==> config.mk <==
export PLATFORM = sky130hd
export DESIGN_NAME = countdown_timer
export DESIGN_NICKNAME = d
export VERILOG_FILES = /design/src/rtl/countdown_pkg.sv /design/src/rtl/bcd_down_digit.sv /design/src/rtl/countdown_timer.sv
export SDC_FILE = /design/constraint.sdc
export NUM_CORES = 1
export LEC_CHECK = 0
export BUFFER_PORTS_ARGS = -buffer_cell sky130_fd_sc_hd__buf_2
export CAP_MARGIN = 20
export CELL_PAD_IN_SITES_DETAIL_PLACEMENT = 0
export CELL_PAD_IN_SITES_GLOBAL_PLACEMENT = 2
export CORE_UTILIZATION = 37
export DETAILED_ROUTE_END_ITERATION = 12
export MAX_ROUTING_LAYER = met4
export PLACE_DENSITY_LB_ADDON = 0.05
export RECOVER_POWER = 50
export SYNTH_ARGS = -nofsm -noshare
export SYNTH_HDL_FRONTEND = slang
export SYNTH_SLANG_ARGS = --single-unit
export TNS_END_PERCENT = 10
==> constraint.sdc <==
create_clock -name clk -period 7.2 [get_ports clk]
set_clock_uncertainty 0.1 [all_clocks]
set_input_delay 0.72 -clock clk [delete_from_list [all_inputs] [get_ports clk]]
set_output_delay 0.72 -clock clk [all_outputs]
set_load 0.005 [all_outputs]
==> src/rtl/countdown_pkg.sv <==
// Shared definitions for the MM:SS BCD countdown timer.
//   state_t        : FSM state encoding (idle, running, paused, expired)
//   BCD_MAX_UNITS  : highest value of a units digit (m0, s0)
//   BCD_MAX_TENS   : highest value of a tens digit (m1, s1)
//   bcd_clamp()    : saturate a preset nibble to a digit's maximum
package countdown_pkg;

    typedef enum logic [1:0] {
        StIdle  = 2'd0,
        StRun   = 2'd1,
        StPause = 2'd2,
        StDone  = 2'd3
    } state_t;

    localparam logic [3:0] BCD_MAX_UNITS = 4'd9;
    localparam logic [3:0] BCD_MAX_TENS  = 4'd5;

    function automatic logic [3:0] bcd_clamp(input logic [3:0] value, input logic [3:0] max);
        return (value > max) ? max : value;
    endfunction

endpackage

==> src/rtl/bcd_down_digit.sv <==
// One BCD digit of the countdown borrow chain.
// Ports:
//   clk, rst    : clock, asynchronous active-high reset (digit -> 0)
//   load, value : synchronous parallel load of an already-clamped digit
//   dec_in      : decrement request from the less significant stage
//   digit       : current registered digit value
//   borrow_out  : decrement request to the next stage (digit is 0 and dec_in)
module bcd_down_digit
    import countdown_pkg::*;
#(
    parameter logic [3:0] MAX = BCD_MAX_UNITS
) (
    input  logic       clk,
    input  logic       rst,
    input  logic       load,
    input  logic [3:0] value,
    input  logic       dec_in,
    output logic [3:0] digit,
    output logic       borrow_out
);

    assign borrow_out = dec_in && (digit == 4'd0);

    always_ff @(posedge clk or posedge rst) begin
        if (rst) begin
            digit <= 4'd0;
        end else if (load) begin
            digit <= value;
        end else if (dec_in) begin
            digit <= (digit == 4'd0) ? MAX : digit - 4'd1;
        end
    end

endmodule

==> src/rtl/countdown_timer.sv <==
// MM:SS BCD countdown timer feeding a four-digit seven-segment driver.
// Ports:
//   clk, rst              : 100 MHz clock, asynchronous active-high reset
//   load, start, stop     : single-cycle command pulses (priority load > stop > start)
//   preset_m1..preset_s0  : BCD preset digits, clamped to 59:59 on load
//   disp3..disp0          : current count, m1 m0 s1 s0
//   running               : registered, high while counting
//   expired               : one-cycle pulse when the count reaches 00:00
//   alarm                 : steady high in the expired state, or a 2 Hz blink when
//                           ALARM_BLINK_EN is defined
module countdown_timer
    import countdown_pkg::*;
#(
    parameter int unsigned TICKS_PER_SEC = 100_000_000
) (
    input  logic       clk,
    input  logic       rst,
    input  logic       load,
    input  logic       start,
    input  logic       stop,
    input  logic [3:0] preset_m1,
    input  logic [3:0] preset_m0,
    input  logic [3:0] preset_s1,
    input  logic [3:0] preset_s0,
    output logic [3:0] disp3,
    output logic [3:0] disp2,
    output logic [3:0] disp1,
    output logic [3:0] disp0,
    output logic       running,
    output logic       expired,
    output logic       alarm
);

    localparam int unsigned PRESC_W = (TICKS_PER_SEC > 1) ? $clog2(TICKS_PER_SEC) : 1;
    localparam logic [PRESC_W-1:0] PRESC_LAST = PRESC_W'(TICKS_PER_SEC - 1);

    state_t             state;
    state_t             state_next;
    logic [PRESC_W-1:0] presc;
    logic               load_ok;
    logic               stop_ok;
    logic               start_ok;
    logic               tick;
    logic               count_zero;
    logic               count_one;
    logic               expired_next;
    logic               borrow0;
    logic               borrow1;
    logic               borrow2;
    logic               borrow3;

    // Command qualification; lower-priority commands are masked by accepted higher ones.
    assign load_ok  = load && (state != StRun);
    assign stop_ok  = stop && (state == StRun);
    assign start_ok = start && !load_ok && !stop && ((state == StIdle) || (state == StPause));

    // A stop on the terminal prescaler cycle wins: the tick is suppressed and both hold.
    assign tick = (state == StRun) && !stop && (presc == PRESC_LAST);

    assign count_zero = (disp3 == 4'd0) && (disp2 == 4'd0) && (disp1 == 4'd0) && (disp0 == 4'd0);
    // 00:01 is the only value whose decrement gives 00:00.
    assign count_one  = (disp3 == 4'd0) && (disp2 == 4'd0) && (disp1 == 4'd0) && (disp0 == 4'd1);

    bcd_down_digit #(.MAX(BCD_MAX_UNITS)) u_s0 (
        .clk        (clk),
        .rst        (rst),
        .load       (load_ok),
        .value      (bcd_clamp(preset_s0, BCD_MAX_UNITS)),
        .dec_in     (tick),
        .digit      (disp0),
        .borrow_out (borrow0)
    );

    bcd_down_digit #(.MAX(BCD_MAX_TENS)) u_s1 (
        .clk        (clk),
        .rst        (rst),
        .load       (load_ok),
        .value      (bcd_clamp(preset_s1, BCD_MAX_TENS)),
        .dec_in     (borrow0),
        .digit      (disp1),
        .borrow_out (borrow1)
    );

    bcd_down_digit #(.MAX(BCD_MAX_UNITS)) u_m0 (
        .clk        (clk),
        .rst        (rst),
        .load       (load_ok),
        .value      (bcd_clamp(preset_m0, BCD_MAX_UNITS)),
        .dec_in     (borrow1),
        .digit      (disp2),
        .borrow_out (borrow2)
    );

    // m1 never borrows: ticks stop at 00:00, so its borrow_out is never asserted.
    bcd_down_digit #(.MAX(BCD_MAX_TENS)) u_m1 (
        .clk        (clk),
        .rst        (rst),
        .load       (load_ok),
        .value      (bcd_clamp(preset_m1, BCD_MAX_TENS)),
        .dec_in     (borrow2),
        .digit      (disp3),
        .borrow_out (borrow3)
    );

    always_comb begin
        state_next   = state;
        expired_next = 1'b0;
        if (load_ok) begin
            state_next = StIdle;
        end else if (stop_ok) begin
            state_next = StPause;
        end else if (start_ok) begin
            state_next   = count_zero ? StDone : StRun;
            expired_next = count_zero;
        end else if (tick && count_one) begin
            state_next   = StDone;
            expired_next = 1'b1;
        end
    end

    // Prescaler only advances in RUN; PAUSE keeps the phase for resume.
    always_ff @(posedge clk or posedge rst) begin
        if (rst) begin
            presc <= '0;
        end else if (load_ok) begin
            presc <= '0;
        end else if ((state == StRun) && !stop) begin
            presc <= tick ? '0 : presc + PRESC_W'(1);
        end
    end

    always_ff @(posedge clk or posedge rst) begin
        if (rst) begin
            state   <= StIdle;
            running <= 1'b0;
            expired <= 1'b0;
        end else begin
            state   <= state_next;
            running <= (state_next == StRun);
            expired <= expired_next;
        end
    end

`ifdef ALARM_BLINK_EN
    localparam int unsigned BLINK_PERIOD = TICKS_PER_SEC / 4;
    localparam int unsigned BLINK_W = (BLINK_PERIOD > 1) ? $clog2(BLINK_PERIOD) : 1;
    localparam logic [BLINK_W-1:0] BLINK_LAST = BLINK_W'(BLINK_PERIOD - 1);

    logic [BLINK_W-1:0] blink_cnt;

    always_ff @(posedge clk or posedge rst) begin
        if (rst) begin
            blink_cnt <= '0;
            alarm     <= 1'b0;
        end else if (state_next != StDone) begin
            blink_cnt <= '0;
            alarm     <= 1'b0;
        end else if (state != StDone) begin
            // Entering DONE: blink starts in the lit phase.
            blink_cnt <= '0;
            alarm     <= 1'b1;
        end else if (blink_cnt == BLINK_LAST) begin
            blink_cnt <= '0;
            alarm     <= ~alarm;
        end else begin
            blink_cnt <= blink_cnt + BLINK_W'(1);
        end
    end
`else
    always_ff @(posedge clk or posedge rst) begin
        if (rst) begin
            alarm <= 1'b0;
        end else begin
            alarm <= (state_next == StDone);
        end
    end
`endif

endmodule
==> key figures, run 1 <==
Outcome
  – Status: finished with violations
  – Violated checks: max-capacitance violations, max-slew violations

Logic synthesis
  – Syn_nets: roughly 330
  – Ys flop type: dfrtp_1
  – Register bit count reported by yosys: 48
  – Synthesized instance count: roughly 310
  – Async set-reset flop share out of synthesis: 100%
  – Sequential area share after synthesis: 43.7%
  – Yosys warns: 0
  – Area share of and/or/nand/nor cells after synthesis: 32.9%
  – XOR/XNOR Fraction of Synth Area: 7.64%
  – Largest family of logic cells by synthesized area: simple AND/OR/NAND/NOR gates
  – Synth Area in Adders: 0.455%
  – Post-synthesis instance area: 0.00275 sq mm
  – Post-synth EDFFs: 0
  – Synth Area in Compound Gates: 12.6%
  – Distinct cells, synth: 48
  – Syn avg cell area: slightly below 9 sq um
  – Mux contribution to synthesized area: 0%

Placement
  – Dpl hpwl: 4.92 mm
  – Port bufs: 39
  – # placed instances: 437
  – RePlAce Congestion: 0.806

Worst setup path
  – Crit Path Class: in -> async
  – CP cell instances: buf_2 -> inv_1 -> clkbuf_1
  – Critical Path AT: 2750 ps
  – Endpoint type of the worst setup path: async pin
  – Slowest CP cell: clkbuf_1
  – Worst Path Required: 7040 ps
  – Startpoint Class: primary input
  – Slowest stage delay, CP: ~1700 ps
  – Crit-path max FO: 42

Detailed routing
  – Antenna-violating nets left: 0
  – Via density: 5.49
  – 1st-pass router iterations: 4
  – Met2 Wirelength: 3.09 mm
  – WL met3: 245 um
  – Total Wirelength: 7.23 mm
  – DRT iter0 DRCs: 199
  – Via count: roughly 2,400
  – Met1 WL: between 3 and 4 mm
  – Top Layer Used: met4
  – Drt drc: 0
  – WL/cell: 16.2 um

CTS
  – CTS Buf Count: 5
  – TritonCTS clock tree: done
  – CTS sink cnt: 48
  – Root Buffer: clkbuf_8
  – Hold Buf Count CTS: 0
  – Clock transition at the registers of the reported paths: 100 ps
  – Resize count post-CTS: 0
  – H-tree Lvls: 2
  – Clk buf depth: 2
  – Post-CTS setup buffer count: 0
  – Clk Latency, worst-skew pair: a little over 300 ps

Final layout
  – Fin cells: 446
  – P&R area growth vs syn: 14.6%
  – Nets: 368
  – Commonest cells after routing, fill and taps aside: dfrtp_1 (48), nor2_1 (41), buf_2 (37)
  – Fillers: 767
  – # diodes: 0
  – Layout cell share with drive strength beyond 1: between 10% and 20%
  – Commonest non-fill, non-tap cell in the layout: dfrtp_1

Power
  – PwrDens: 187 mW/mm^2
  – P_leak: 1.22 nW
  – Worst VDD drop: approximately 0.073 mV
  – Total power: around 0.59 mW

STA
  – Crit path time final: 2910 ps
  – Setup TNS: 0 ps
  – Final setup viols: 0
  – RSZ-0062 raised after global routing: false
  – F_max: around 340 MHz
  – Fin crit share: 40.4%
  – Worst slew margin: -56.6%
  – Final hold slack: 210 ps
  – Final Max Slew Viols: 43
  – Slew of the pin with the lowest slew margin: roughly 2300 ps
  – Final Hold Viols: 0

Floorplanning
  – Core Area: a little over 0.007 sq mm
  – Initial Utilization: about two fifths
  – Die Y: approximately 88 um
  – # rows: 31
  – Horiz. Die Dim: just under 90 um
  – Top-Level Pins: 40
  – Die Footprint: 0.00779 sq mm

GRT
  – Vias in the first global route: 2,208
  – First-pass GRT wire length: around 12 mm
  – Gr usage total: between 20% and 30%
  – Initial antenna violation count: 0
  – Largest net degree at the start of global routing: 49
  – Total congestion overflow: 0

Job
  – Max-cap check violation count: 1

Min path
  – Worst Hold Class: in -> async
-- per-layer routing --
metal  vias up  track usage, %
met5         -               -
met4         0            4.40
met3         7            3.08
met2        48            28.5
met1      1168            30.3
li1       1225               -
-- metrics by stage --
step | setup WS (ps) | instance area, sq um | util (%)
6_report | 4290 | 3150 | 43.7
3_5_place_dp | 4210 | 3040 | 42.1
2_1_floorplan | 4610 | 2750 | -
3_3_place_gp | 4310 | 3040 | 42.1
5_1_grt | 3720 | 3150 | 43.7
4_1_cts | 4540 | 3150 | 43.7
-- layout make-up --
cell class	count	area, sq um	share of cell area (%)
clock buffer	5	68.8	2.18
clock inverter	3	46.3	1.47
inverter	7	26.3	0.834
multi-input combinational	242	1470	46.8
sequential	48	1200	38.1
tap	99	124	3.93
timing repair buffer	42	211	6.71
-- final timing paths --
check,from,end,slack (ps),depth (start not counted)
worst max-delay path,rst,presc[25],4290,3
worst max register to register,presc[0],presc[26],4560,6
min in group clk,presc[1],presc[1],450,2
worst min-delay path,rst,presc[6],210,2
worst min register to register,presc[1],presc[1],450,2
max in group clk,stop,u_m1.digit[3],4520,6
-- Yosys cell counts (8+ instances only) --
library cell / count / area, sq um
xor2_1: 8 / 70.1
nor4_1: 15 / 93.8
nand3_1: 12 / 60.1
nand2_1: 22 / 82.6
o21ai_0: 12 / 60.1
dfrtp_1: 48 / 1200
clkbuf_1: 8 / 30.0
a21oi_1: 13 / 65.1
or4_1: 8 / 60.1
nand4_1: 14 / 87.6
nor3_1: 13 / 65.1
or3_1: 8 / 50.1
a31oi_1: 8 / 50.1
nor2_1: 41 / 154
xnor2_1: 16 / 140
-- power by group --
group	total, mW	internal [mW]	leakage, nW	switching (mW)
logic	0.0822	0.0340	0.535	0.0482
clock network	0.204	0.105	0.0548	0.0995
registers	0.304	0.284	0.632	0.0201
-- worst max-delay path, delay by kind of cell --
| family | cells | cell delay (ps) |
|---|---|---|
| buf+inv | 3 | 2000 |
-- kinds of logic after synthesis --
family          count (synthesis)
xor+xnor                       24
simple gates                  164
compound gates                 53
fa+ha+maj                       1
buf+inv                        19
flops                          48
-- sequential cells by signal, indices dropped and copies added (netlist names) --
signal / cells
presc: 27
u_m0.digit: 4
u_m1.digit: 4
u_s0.digit: 4
u_s1.digit: 4
state: 2
alarm: 1
expired: 1
running: 1
(Power assumes the default switching activity.)
==> run 2: changes to the inputs <==
--- a/config.mk
+++ b/config.mk
@@ -9,7 +9,7 @@
 export CAP_MARGIN = 20
 export CELL_PAD_IN_SITES_DETAIL_PLACEMENT = 0
 export CELL_PAD_IN_SITES_GLOBAL_PLACEMENT = 2
-export CORE_UTILIZATION = 37
+export CORE_UTILIZATION = 31
 export DETAILED_ROUTE_END_ITERATION = 12
 export MAX_ROUTING_LAYER = met4
 export PLACE_DENSITY_LB_ADDON = 0.05
==> constraint.sdc (replaced) <==
create_clock -name clk -period 2.4 [get_ports clk]
set_clock_uncertainty 0.1 [all_clocks]
set_input_delay 0.24 -clock clk [delete_from_list [all_inputs] [get_ports clk]]
set_output_delay 0.24 -clock clk [all_outputs]
set_load 0.005 [all_outputs]
==> run 2 against run 1 <==
  * Critical path depth is 2 higher
  * The flow finishes with violations (design-rule violations)
  * Largest cell class unchanged
  * Flip-flop and latch count did not move
  * Design area grew 9.9%
==> key figures, run 2 (synthesized netlist as in run 1, its figures left out) <==
Final layout
  – # diodes: 0 (unchanged)
  – Commonest non-fill, non-tap cell in the layout: dfrtp_1
  – Layout cell share with drive strength beyond 1: 23.8% (+6.8 points)
  – Nets: 405 (+10%)
  – Finished Cell Area: 0.00346 sq mm (+9.9%)
  – Max reg flops: 27 (unchanged)
  – Fillers: 913 (+19%)
  – Biggest register: presc
  – P&R area growth vs syn: 25.9%
  – Area of the multi-input gates: 0.00151 sq mm (+2.6%)
  – Register Area: 0.00120 sq mm (unchanged)
  – Commonest cells after routing, fill and taps aside: dfrtp_1 (48), nor2_1 (41), buf_4 (36)

STA
  – Slew of the pin with the lowest slew margin: 910 ps (-1440 ps)
  – Final hold slack: 36.2 ps (-173 ps)
  – RSZ-0062 raised after global routing: true
  – Fin crit share: 97.7%
  – Final Hold Viols: 0 (unchanged)
  – Final setup viols: 0 (unchanged)
  – Worst slew margin: 39.3% (+96 points)
  – Crit path time final: around 2300 ps
  – Slack of the critical path: 55.5 ps (-4240 ps)
  – Final Max Slew Viols: 0 (-100%)
  – F_max: 427 MHz

Worst setup path
  – Critical Path AT: 2440 ps (-310 ps)
  – Crit Path Class: reg -> reg
  – Startpoint Class: flop
  – Slowest CP cell: or4_4
  – CP dominant cell by count: or4_4
  – Slowest stage delay, CP: 550 ps (-1160 ps)
  – CP cell instances: or4_4 -> or3_4 -> or4_4 -> and2_4 -> a21o_2
  – Crit-path max FO: 4 (-90%)
  – Endpoint type of the worst setup path: flop
  – Worst Path Required: 2500 ps (-4540 ps)

Placement
  – Dpl hpwl: 6.20 mm (+26%)
  – Port bufs: 39 (unchanged)
  – RePlAce Congestion: 0.838 (+4.0%)
  – DP Area: 0.00334 sq mm (+9.9%)
  – Pre-CTS WS: 39.1 ps (-4170 ps)

CTS
  – Clk Latency, worst-skew pair: 300 ps (about the same)
  – H-tree Lvls: 2 (unchanged)
  – CTS Buf Count: 5 (unchanged)
  – Post-CTS setup buffer count: 0 (unchanged)
  – Root Buffer: clkbuf_8
  – CTS sink cnt: 48 (unchanged)
  – TritonCTS clock tree: done
  – Clk buf depth: 2 (unchanged)
  – Clock transition at the registers of the reported paths: 90 ps (about the same)

Power
  – Sw Share: 28.5% (+0.037 points)
  – Clock power frac: 30.6% (-4.0 points)
  – P_leak: 1.38 nW (+13%)
  – Comb pwr share: 18.3% (+4.4 points)
  – Switching pwr: 0.498 mW (+200%)
  – Flop pwr share: 51.2% (-0.3 points)
  – Int Pwr: 1.25 mW (+200%)
  – PwrDens: 505 mW/mm^2 (+170%)
  – Worst VDD drop: 0.243 mV (+230%)

Floorplanning
  – Die Y: 96.2 um (+9.0%)
  – Die Footprint: 0.00926 sq mm (+19%)
  – Top-Level Pins: 40 (unchanged)
  – # rows: 34 (+9.7%)
  – Initial Utilization: 31.9% (-6.3 points)
  – Horiz. Die Dim: 96.2 um (+9.0%)
  – Core Area: 0.00864 sq mm (+20%)

Detailed routing
  – 1st-pass router iterations: 8 (+4)
  – Antenna-violating nets left: 0 (unchanged)
  – DRT iter0 DRCs: 90 (-55%)
  – Via count: 2,599 (+6.2%)
  – Drt drc: 1 (+1)
  – Total Wirelength: 8.11 mm (+12%)
  – WL/cell: 16.5 um (+1.9%)
  – Via density: 5.29 (-3.6%)

GRT
  – First-pass GRT wire length: 13.2 mm (+12%)
  – Initial antenna violation count: 0 (unchanged)
  – Largest net degree at the start of global routing: 26 (-47%)
  – Gr usage total: 19.4% (-0.78 points)
  – Total congestion overflow: 0 (unchanged)
  – Vias in the first global route: 2,544 (+15%)

Job
  – Max-cap check violation count: 0 (-1)

Outcome
  – Violated checks: design-rule violations
  – Status: finished with violations

Min path
  – Worst Hold Class: in -> reg
run 2: through the flow:
stage	setup TNS (ps)	utilization, %	power (mW)	cells
4_1_cts	0	39.9	1.79	491
3_5_place_dp	0	38.6	1.24	483
6_report	0	40.1	1.75	491
3_3_place_gp	0	38.6	1.24	483
2_1_floorplan	0	-	1.06	309
5_1_grt	-7.25	40.1	1.86	491
run 2: what timing repair did:
item / CTS / global route
hold buffers: 1 / 0
endpoints found under the setup margin: 0 / 35
resized for setup: 0 / 7
endpoints found under the hold margin: 22 / 0
run 2: critical path: cells and delay by family (launching register included):
family           cells  cell delay [ps]
AO/OA/AOI/OAI        1              180
flip-flops           1              390
AND/OR/NAND/NOR      4             1570
run 2: final cells by class:
type / instances / share of cell area, %
Timing Repair Buffer: 79 / 14.2
Clock buffer: 7 / 2.78
Sequential cell: 48 / 34.7
Inverter: 7 / 0.759
Tap cell: 108 / 3.90
Multi-Input combinational cell: 242 / 43.7
run 2: power groups by stage:
| stage | combinational (mW) | sequential, mW | clock (mW) |
|---|---|---|---|
| final | 0.320 | 0.896 | 0.535 |
| after global routing | 0.360 | 0.903 | 0.594 |
| after CTS | 0.330 | 0.893 | 0.563 |
| after detailed placement | 0.328 | 0.909 | 0 |
| after global placement | 0.330 | 0.910 | 0 |
| after floorplan | 0.148 | 0.915 | 0 |
run 2: worst paths after layout:
path | from | to | slack [ps] | cells past startpoint
hold / removal | preset_m0[3] | u_m0.digit[1] | 40 | 2
max in group asynchronous | rst | u_m1.digit[0] | 540 | 4
hold reg to reg | presc[23] | presc[23] | 470 | 2
setup / recovery | u_s0.digit[0] | running | 60 | 5
setup reg to reg | u_s0.digit[0] | running | 60 | 5
min in group asynchronous | rst | expired | 570 | 3
run 2: layer usage:
metal	vias up	global-route usage (%)	wire length [um]
met3	11	2.61	321
met5	-	-	0
met2	60	33.9	4090
li1	1301	-	-
met4	0	5.10	133
met1	1227	23.4	3570
